[src/rtl/clk_rst_pkg.sv]
// Shared types and helpers for the reset sequencer.
package clk_rst_pkg;

  typedef enum logic [1:0] {RESET, HOLD, STAGE, RUN} seq_state_e;

  // Width needed to count up to the largest of the three sequencing intervals.
  function automatic int unsigned cnt_width(input int unsigned hold_cycles,
                                            input int unsigned stage_gap,
                                            input int unsigned sw_rst_cycles);
    int unsigned m;
    m = hold_cycles;
    if (stage_gap > m) m = stage_gap;
    if (sw_rst_cycles > m) m = sw_rst_cycles;
    return $clog2(m + 1);
  endfunction

endpackage

[src/rtl/clk_rst_ch.sv]
// One reset domain: release/software-reset register plus clock-enable divider.
module clk_rst_ch
  import clk_rst_pkg::*;
#(
  parameter int unsigned SwRstCycles = 4,
  parameter int unsigned DivW        = 8,
  parameter int unsigned CntW        = 5
) (
  input  logic            clk_i,
  input  logic            rst_i,
  input  logic            rel_i,
  input  logic            run_i,
  input  logic            sw_rst_i,
  input  logic [DivW-1:0] div_i,
  output logic            rstn_o,
  output logic            rstn_next_o,
  output logic            clk_en_o
);

  logic            rstn_q, rstn_d;
  logic [CntW-1:0] sw_cnt_q, sw_cnt_d;
  logic [DivW-1:0] div_cnt_q, div_cnt_d;
  logic            div_hit;

  // Release, software reset and divider next-state.
  always_comb begin
    rstn_d    = rstn_q;
    sw_cnt_d  = sw_cnt_q;
    div_cnt_d = '0;
    div_hit   = (div_cnt_q >= div_i);
    if (rel_i) rstn_d = 1'b1;
    // In RUN every domain is released, so a low rstn here means a software reset is running.
    if (run_i) begin
      if (sw_rst_i) begin
        rstn_d   = 1'b0;
        sw_cnt_d = CntW'(SwRstCycles - 1);
      end else if (!rstn_q) begin
        if (sw_cnt_q == '0) rstn_d = 1'b1;
        else                sw_cnt_d = sw_cnt_q - CntW'(1);
      end
    end
    if (rstn_q && !div_hit) div_cnt_d = div_cnt_q + DivW'(1);
  end

  // Domain state registers with synchronous reset.
  always_ff @(posedge clk_i) begin
    if (rst_i) begin
      rstn_q    <= 1'b0;
      sw_cnt_q  <= '0;
      div_cnt_q <= '0;
    end else begin
      rstn_q    <= rstn_d;
      sw_cnt_q  <= sw_cnt_d;
      div_cnt_q <= div_cnt_d;
    end
  end

  assign rstn_o      = rstn_q;
  assign rstn_next_o = rstn_d;
  assign clk_en_o    = rstn_q & div_hit;

endmodule

[src/rtl/clk_rst_seq.sv]
// Staggered multi-domain reset sequencer with per-domain clock-enable dividers.
module clk_rst_seq
  import clk_rst_pkg::*;
#(
  parameter int unsigned NUM_CH        = 4,
  parameter int unsigned HOLD_CYCLES   = 16,
  parameter int unsigned STAGE_GAP     = 8,
  parameter int unsigned SW_RST_CYCLES = 4,
  parameter int unsigned DIV_W         = 8
) (
  input  logic                    clk_i,
  input  logic                    rst_i,
  input  logic                    testmode_i,
  input  logic [NUM_CH-1:0]       sw_rst_i,
  input  logic [NUM_CH*DIV_W-1:0] div_i,
  output logic [NUM_CH-1:0]       rstn_o,
  output logic [NUM_CH-1:0]       clk_en_o,
  output logic                    done_o
);

  localparam int unsigned CntW = cnt_width(HOLD_CYCLES, STAGE_GAP, SW_RST_CYCLES);
  localparam int unsigned IdxW = (NUM_CH > 1) ? $clog2(NUM_CH) : 1;

  seq_state_e        state_q, state_d;
  logic [CntW-1:0]   cnt_q, cnt_d;
  logic [IdxW-1:0]   idx_q, idx_d;
  logic              done_q, done_d;
  logic [NUM_CH-1:0] rel;
  logic [NUM_CH-1:0] rstn_q;
  logic [NUM_CH-1:0] rstn_next;
  logic [NUM_CH-1:0] clk_en;

  // Sequencer next-state, release strobes and done.
  always_comb begin
    state_d = state_q;
    cnt_d   = cnt_q;
    idx_d   = idx_q;
    rel     = '0;
    case (state_q)
      RESET: begin
        state_d = HOLD;
        cnt_d   = '0;
        idx_d   = '0;
      end
      HOLD: begin
        if (cnt_q == CntW'(HOLD_CYCLES - 1)) begin
          rel[0]  = 1'b1;
          cnt_d   = '0;
          idx_d   = IdxW'(1);
          state_d = (NUM_CH == 1) ? RUN : STAGE;
        end else begin
          cnt_d = cnt_q + CntW'(1);
        end
      end
      STAGE: begin
        if (cnt_q == CntW'(STAGE_GAP - 1)) begin
          rel[idx_q] = 1'b1;
          cnt_d      = '0;
          if (idx_q == IdxW'(NUM_CH - 1)) state_d = RUN;
          else                            idx_d   = idx_q + IdxW'(1);
        end else begin
          cnt_d = cnt_q + CntW'(1);
        end
      end
      RUN: ;
      default: state_d = RESET;
    endcase
    if (rst_i) begin
      state_d = RESET;
      cnt_d   = '0;
      idx_d   = '0;
      rel     = '0;
    end
    // Look at next-state so done drops on the same edge a software reset starts.
    done_d = (state_d == RUN) & (&rstn_next);
  end

  // Sequencer registers with synchronous reset.
  always_ff @(posedge clk_i) begin
    if (rst_i) begin
      state_q <= RESET;
      cnt_q   <= '0;
      idx_q   <= '0;
      done_q  <= 1'b0;
    end else begin
      state_q <= state_d;
      cnt_q   <= cnt_d;
      idx_q   <= idx_d;
      done_q  <= done_d;
    end
  end

  for (genvar k = 0; k < NUM_CH; k++) begin : g_ch
    clk_rst_ch #(
      .SwRstCycles(SW_RST_CYCLES),
      .DivW       (DIV_W),
      .CntW       (CntW)
    ) u_ch (
      .clk_i      (clk_i),
      .rst_i      (rst_i),
      .rel_i      (rel[k]),
      .run_i      (state_q == RUN),
      .sw_rst_i   (sw_rst_i[k]),
      .div_i      (div_i[k*DIV_W +: DIV_W]),
      .rstn_o     (rstn_q[k]),
      .rstn_next_o(rstn_next[k]),
      .clk_en_o   (clk_en[k])
    );
  end

  // Test bypass is purely combinational; the sequencer keeps running underneath.
  assign rstn_o   = testmode_i ? {NUM_CH{~rst_i}} : rstn_q;
  assign clk_en_o = testmode_i ? {NUM_CH{1'b1}} : clk_en;
  assign done_o   = testmode_i ? ~rst_i : done_q;

endmodule

[config.mk]
export PLATFORM = sky130hd
export DESIGN_NAME = clk_rst_seq
export DESIGN_NICKNAME = d
export VERILOG_FILES = /design/src/rtl/clk_rst_pkg.sv /design/src/rtl/clk_rst_ch.sv /design/src/rtl/clk_rst_seq.sv
export SDC_FILE = /design/constraint.sdc
export NUM_CORES = 1
export LEC_CHECK = 0
export BUFFER_PORTS_ARGS = -buffer_cell sky130_fd_sc_hd__buf_2
export CAP_MARGIN = 10
export CORE_UTILIZATION = 49
export CTS_CLUSTER_SIZE = 16
export DETAILED_ROUTE_END_ITERATION = 8
export GPL_ROUTABILITY_DRIVEN = 0
export HOLD_SLACK_MARGIN = 0.1
export PLACE_DENSITY = 0.66
export SETUP_SLACK_MARGIN = 0.02
export SYNTH_ARGS = -nofsm -noshare
export SYNTH_HDL_FRONTEND = slang
export SYNTH_SLANG_ARGS = --single-unit
[constraint.sdc]
create_clock -name clk_i -period 2.45 [get_ports clk_i]
set_input_delay 0 -clock clk_i [delete_from_list [all_inputs] [get_ports clk_i]]
set_output_delay 0 -clock clk_i [all_outputs]
set_load 0.03 [all_outputs]
* Word level (Yosys, flattened, before mapping)
Index checks and enable logic that the tools add are counted.
** Word-level totals
- Output and inout bits :: 9
- Flip-flop bits (word level) :: 66
- Logic and storage cells :: 139
** Cells by class
- Muxes and demuxes :: 54
- Bitwise operators :: 10
- Equal/unequal tests :: 18
- Reductions and logical operators :: 25
- $add $sub $neg :: 10
- $lt $le $gt $ge :: 6
** Operators with widths (count)
- 5-bit 2-to-1 mux :: 14
- 8-bit by 1-bit adder with 8-bit output (second input constant) :: 4
- 8-bit >= comparator :: 4
- 1-bit 2-to-1 mux :: 23
- 2-bit != test (second input constant) :: 11
- 5-bit zero test :: 4
- 5-bit by 1-bit subtractor with 5-bit output (second input constant) :: 4
- 4-bit 2-to-1 mux :: 4
- 5-bit one-hot mux with 3 select lines :: 1
- 2-bit 2-to-1 mux :: 7
- 2-bit one-hot mux with 3 select lines :: 2
- 3-bit AND reduction :: 4
- 2-bit == test (second input constant) :: 4
- 4-bit AND reduction :: 2
- 2-bit OR reduction :: 4
- 5-bit by 1-bit adder with 5-bit output (second input constant) :: 1
- 1-bit bitwise AND :: 5
- 5-bit by 3-bit == test with 1-bit output (second input constant) :: 1
- 5-bit by 4-bit == test with 1-bit output (second input constant) :: 1
- 1-bit logical AND :: 5
- 1-bit NOT :: 5
- 1-bit zero test :: 4
- 2-bit by 3-bit < comparator with 1-bit output (second input constant) :: 1
- 3-bit 2-to-1 mux :: 1
- other kinds (7) :: 7

* Longest topological paths before layout
- Depth after elaboration :: 14
- Mapped depth :: 8
- Depth with buffers taken out :: 8

* By module
From an unflattened synthesis, not the netlist that was laid out.
** Second synthesis, totals
- Cells, all modules :: 500
- Area, all modules :: 4221.5 um^2
** Modules (own cells, without submodules)
- clk_rst_ch :: seq. area each 280.3 um^2, instances 4, cells each 99, area an instance 840.8 um^2
- clk_rst_seq :: seq. area each 200.2 um^2, instances 1, cells each 104, area an instance 858.3 um^2

* Worst setup path before layout
Ideal clock, no wire load.
- Path kind :: register to register
- Start :: register cnt_q[0]
- End :: register cnt_q[2]
- Setup slack :: 0.465 ns
- Stages on the path, launching flop included :: 8
- Data arrival time :: 1.915 ns
- Clock period less this slack :: 1.985 ns
- Path buffers :: 0
- Data required time :: 2.379 ns
- Cells stage by stage :: dfxtp_1 ha_1 and3_2 ha_1 and2b_1 o21ai_0 or4b_1 a21oi_1
** Between the ends
- Longest elaborated chain between the ends :: 3
- Elaborated cells between the ends (all ways) :: 6
** Ends and longest elaborated chain
- from (decl) :: line clk_rst_seq.sv:25 : logic [CntW-1:0] cnt_q, cnt_d;
- from (signal assigned) :: line clk_rst_seq.sv:87 : cnt_q <= cnt_d;
- 5-bit by 1-bit adder with 5-bit output, or another cell as far along :: line clk_rst_seq.sv:52, clk_rst_seq.sv:62
- 5-bit 2-to-1 mux, on equally long branches :: line clk_rst_seq.sv:56, clk_rst_seq.sv:46
- 5-bit one-hot mux with 3 select lines (*) :: line clk_rst_seq.sv:39 : case (state_q)
Mark *: on every way between the ends. The rest lies on a longest branch, timed or not.
A chain may end at the register's enable or synchronous reset.

* Worst setup path in the final report
Same ends and word-level chain as after synthesis.

==> impl_table.tex <==
\begin{tabular}{lr}
\hline
Metric & Value \\
\hline
\multicolumn{2}{l}{\textbf{Clocking}} \\
Number of buffers created by CTS & 9 \\
Buffer depth of the longest clock path & 2 \\
Htree depth & 3 \\
Skew-Pair Late Insertion Delay & 340 ps \\
Clock tree from TritonCTS & built \\
Number of instances resized during post-cts repair & 0 \\
Root Buffer Master & clkbuf\_8 \\
Sink Count & 66 \\
Post-CTS clock slew at the launch and capture registers of the worst setup and hold paths & 70 ps \\
\multicolumn{2}{l}{\textbf{Critical path}} \\
Top fanout value on the critical path & 4 \\
Critical path required time & 2720 ps \\
Arrival time of the worst setup path & 2410 ps \\
Kind of start point of the critical path & register \\
Element type at the critical path end & register \\
Number of cells traversed by the worst register-to-register path & 7 \\
Type of the worst setup path & reg -> reg \\
\multicolumn{2}{l}{\textbf{Floorplanning}} \\
Row count & 32 \\
Die extent in x & 92.3 um \\
Core Region & 7810 um2 \\
Starting utilization of the core area & 51.2\% \\
Chip height & 92.3 um \\
Die area & 8520 um2 \\
Number of placed I/O pins & 48 \\
\multicolumn{2}{l}{\textbf{Yosys}} \\
Simple-gate share of the synthesized area & 22.1\% \\
Flip-flop and latch count after synthesis & 66 \\
Share of synthesized flip-flops with an asynchronous set or reset & 0\% \\
Count of flip-flops with a built-in enable after synthesis & 0 \\
Synth Area in Adders & 17.5\% \\
Yosys top cell area share & 33.1\% \\
Top cell types by occurrence after synthesis & nor2\_1 (72), dfxtp\_1 (66), inv\_1 (58), ha\_1 (56), nand3\_1 (31) \\
Largest family of logic cells by synthesized area & simple AND/OR/NAND/NOR gates \\
Most instantiated flip-flop cell in the synthesis netlist & dfxtp\_1 \\
Portion of the post-synthesis area used by sequential elements & 33.1\% \\
Synth unique cells & 51 \\
Top post-synthesis cells by area & dfxtp\_1 (33\%), ha\_1 (18\%), nor2\_1 (6.8\%) \\
Compound-gate portion of the synthesized area & 12.2\% \\
Most instantiated library cell after synthesis & nor2\_1 \\
Post-synth design cell area & 4000 um2 \\
Proportion of synthesized area in mux cells & 1.10\% \\
Avg Synthesized Cell Area & 8.38 um2 \\
Parity-gate share of the synthesized area counting xor and xnor cells & 7.67\% \\
Net count after synthesis & 572 \\
Synthesis warning total & 0 \\
Area leader, netlist & dfxtp\_1 \\
Mapped Cells & 477 \\
\multicolumn{2}{l}{\textbf{STA}} \\
Shortest clock period the worst path allows after layout & 2150 ps \\
Final hold violations & 0 \\
Final clock period utilization by the worst path & 87.6\% \\
Achievable frequency & 0.466 GHz \\
Least-Margin Pin Slew & 630 ps \\
Max-slew headroom & 57.8\% \\
Max-slew violations & 0 \\
Sum of negative setup slack & 0 ps \\
Unrepaired setup endpoints after global routing & false \\
\# setup viols final & 0 \\
Clock tree skew after final layout & 10.2 ps \\
\multicolumn{2}{l}{\textbf{Cells and area}} \\
Antenna diode count & 0 \\
Post-Route Utilization & 58.6\% \\
Nets & 629 \\
Number of fill cells & 738 \\
Share of cells above drive strength 1 & 14.5\% \\
Synth-to-Final Area Change & 14.5\% \\
\multicolumn{2}{l}{\textbf{Power and ir drop}} \\
Sequential cell fraction of total power & 50.3\% \\
Worst vdd ir & 0.000321 V \\
Static Leakage & 0.00195 uW \\
Share of power burned in the clock network & 41.8\% \\
Power density over the cells & 470 nW/um2 \\
Comb power frac & 7.9\% \\
Switch share & 22.8\% \\
Internal power consumption & 1660 uW \\
Switching power summed over all nets & 491 uW \\
\multicolumn{2}{l}{\textbf{Global route}} \\
Largest net degree at the start of global routing & 21 \\
Antenna violations before repair & 0 \\
GR Overflow Total & 0 \\
Wire length of the first global-routing pass & 13.2 mm \\
All-Layer GR Usage & 19.4\% \\
Via count of the first global-routing pass & 3054 \\
\multicolumn{2}{l}{\textbf{Routing}} \\
Final wirelength & 7.68 mm \\
Routed length per placed instance & 12.0 um \\
Total DRC errors in the routed layout & 0 \\
Drt first-iter violations & 95 \\
Number of nets with antenna violations after detailed routing & 0 \\
Pre-antenna DRT Iters & 4 \\
Routed vias/inst & 5.14 \\
Via count of the routed design & 3282 \\
\multicolumn{2}{l}{\textbf{Place}} \\
Total half-perimeter wirelength after legalization and detailed placement & 5.86 mm \\
Number of port buffers & 47 \\
\multicolumn{2}{l}{\textbf{Outcome}} \\
Outcome & complete, no violations \\
\multicolumn{2}{l}{\textbf{Job}} \\
Max Cap Viol & 0 \\
\multicolumn{2}{l}{\textbf{Hold path}} \\
Path class of the lowest-slack min-delay path & in -> reg \\
Hold Path Stages & 3 \\
\hline
\end{tabular}
[power groups by stage]
| stage | clock, uW | combinational, uW | sequential [uW] |
|---|---|---|---|
| after floorplan | 0 | 101 | 1110 |
| after global placement | 0 | 161 | 1110 |
| after detailed placement | 0 | 164 | 1110 |
| after CTS | 923 | 170 | 1080 |
| after global routing | 972 | 192 | 1080 |
| final | 899 | 169 | 1080 |
[final cells by class]
class                      count  area, um2  share of cell area [%]
clock buffer                  11        151                    3.31
clock inverter                 3       40.0                   0.875
inverter                      59        221                    4.84
multi-input combinational    345       2420                    53.0
sequential                    66       1320                    28.9
tap                          102        128                    2.79
timing repair buffer          53        290                    6.34
[registers in the layout, summed over array words and instances (netlist names)]
signal / cells
g_ch.u_ch.sw_cnt_q: 20
cnt_q: 5
state_q: 2
done_q: 1
idx_q: 2
g_ch.u_ch.rstn_o: 4
g_ch.u_ch.div_cnt_q: 32
[worst max-delay path: stages (launching register included)]
cell and delay [ps]:
dfxtp_1 340, ha_1 260, and3_2 240, ha_1 210, and2b_1 260, o21ai_0 110
or4b_1 510, a21oi_1 140
[kinds of logic after synthesis]
group | Yosys count
flip-flops | 66
buffers and inverters | 66
adder cells (fa/ha/maj) | 56
AND/OR/NAND/NOR | 176
multiplexers | 4
XOR/XNOR | 35
AO/OA/AOI/OAI | 74
[through the flow]
| stage | hold WS [ps] | setup slack, ps | instance area, um2 | cells | power (uW) |
|---|---|---|---|---|---|
| CTS | 108 | 309 | 4580 | 639 | 2170 |
| floorplan | 204 | 465 | 4000 | 477 | 1210 |
| global route | 136 | 162 | 4580 | 639 | 2250 |
| finish | 127 | 305 | 4580 | 639 | 2150 |
| detailed placement | 381 | 326 | 4350 | 621 | 1270 |
| global placement | 373 | 386 | 4350 | 621 | 1270 |
[cells in the final DEF (no fill, tap or decap), types with 3 or more instances in the layout]
master         synthesis  final
dfxtp_1               66     66
and3_1                 4      4
o21ai_1                3      3
a211oi_1              13     13
dlygate4sd3_1          0      4
nor4b_2                3      3
mux2_2                 3      3
a21o_1                 4      4
o21ai_0               15     15
nand3_1               31     31
inv_1                 58     58
nor2b_1                5      5
clkbuf_8               0     11
nand2b_1               8      8
xor2_1                29     29
nand2_1               26     26
buf_2                  3     47
nor2_1                72     72
nor4b_1                3      3
ha_1                  56     56
xnor2_1                6      6
nor3_1                10     10
a21oi_1               17     17
[routing by layer]
metal	routed length, um	vias to the layer above	track usage (%)
li1	-	1727	-
met1	3700	1492	24.0
met2	3580	59	33.1
met3	344	4	4.52
met4	51	0	5.99
met5	0	-	0
[timing repair]
| item | in CTS | in global routing |
|---|---|---|
| buffers inserted | 0 | 0 |
| endpoints found under the hold margin | 16 | 0 |
| endpoints found under the setup margin | 0 | 0 |
| hold buffers | 4 | 0 |
[path summary, 6_finish.rpt]
path                                              from                                    to  slack, ps
setup / recovery                 cnt_q[0]$_SDFFE_PP0P_                 cnt_q[2]$_SDFFE_PP0P_        300
hold / removal                                   rst_i                 cnt_q[4]$_SDFFE_PP0P_        130
setup reg to reg                 cnt_q[0]$_SDFFE_PP0P_                 cnt_q[2]$_SDFFE_PP0P_        300
hold reg to reg   g_ch[1].u_ch.div_cnt_q[0]$_SDFF_PP0_  g_ch[1].u_ch.div_cnt_q[0]$_SDFF_PP0_        480
Power figures use the tool's default switching activity.
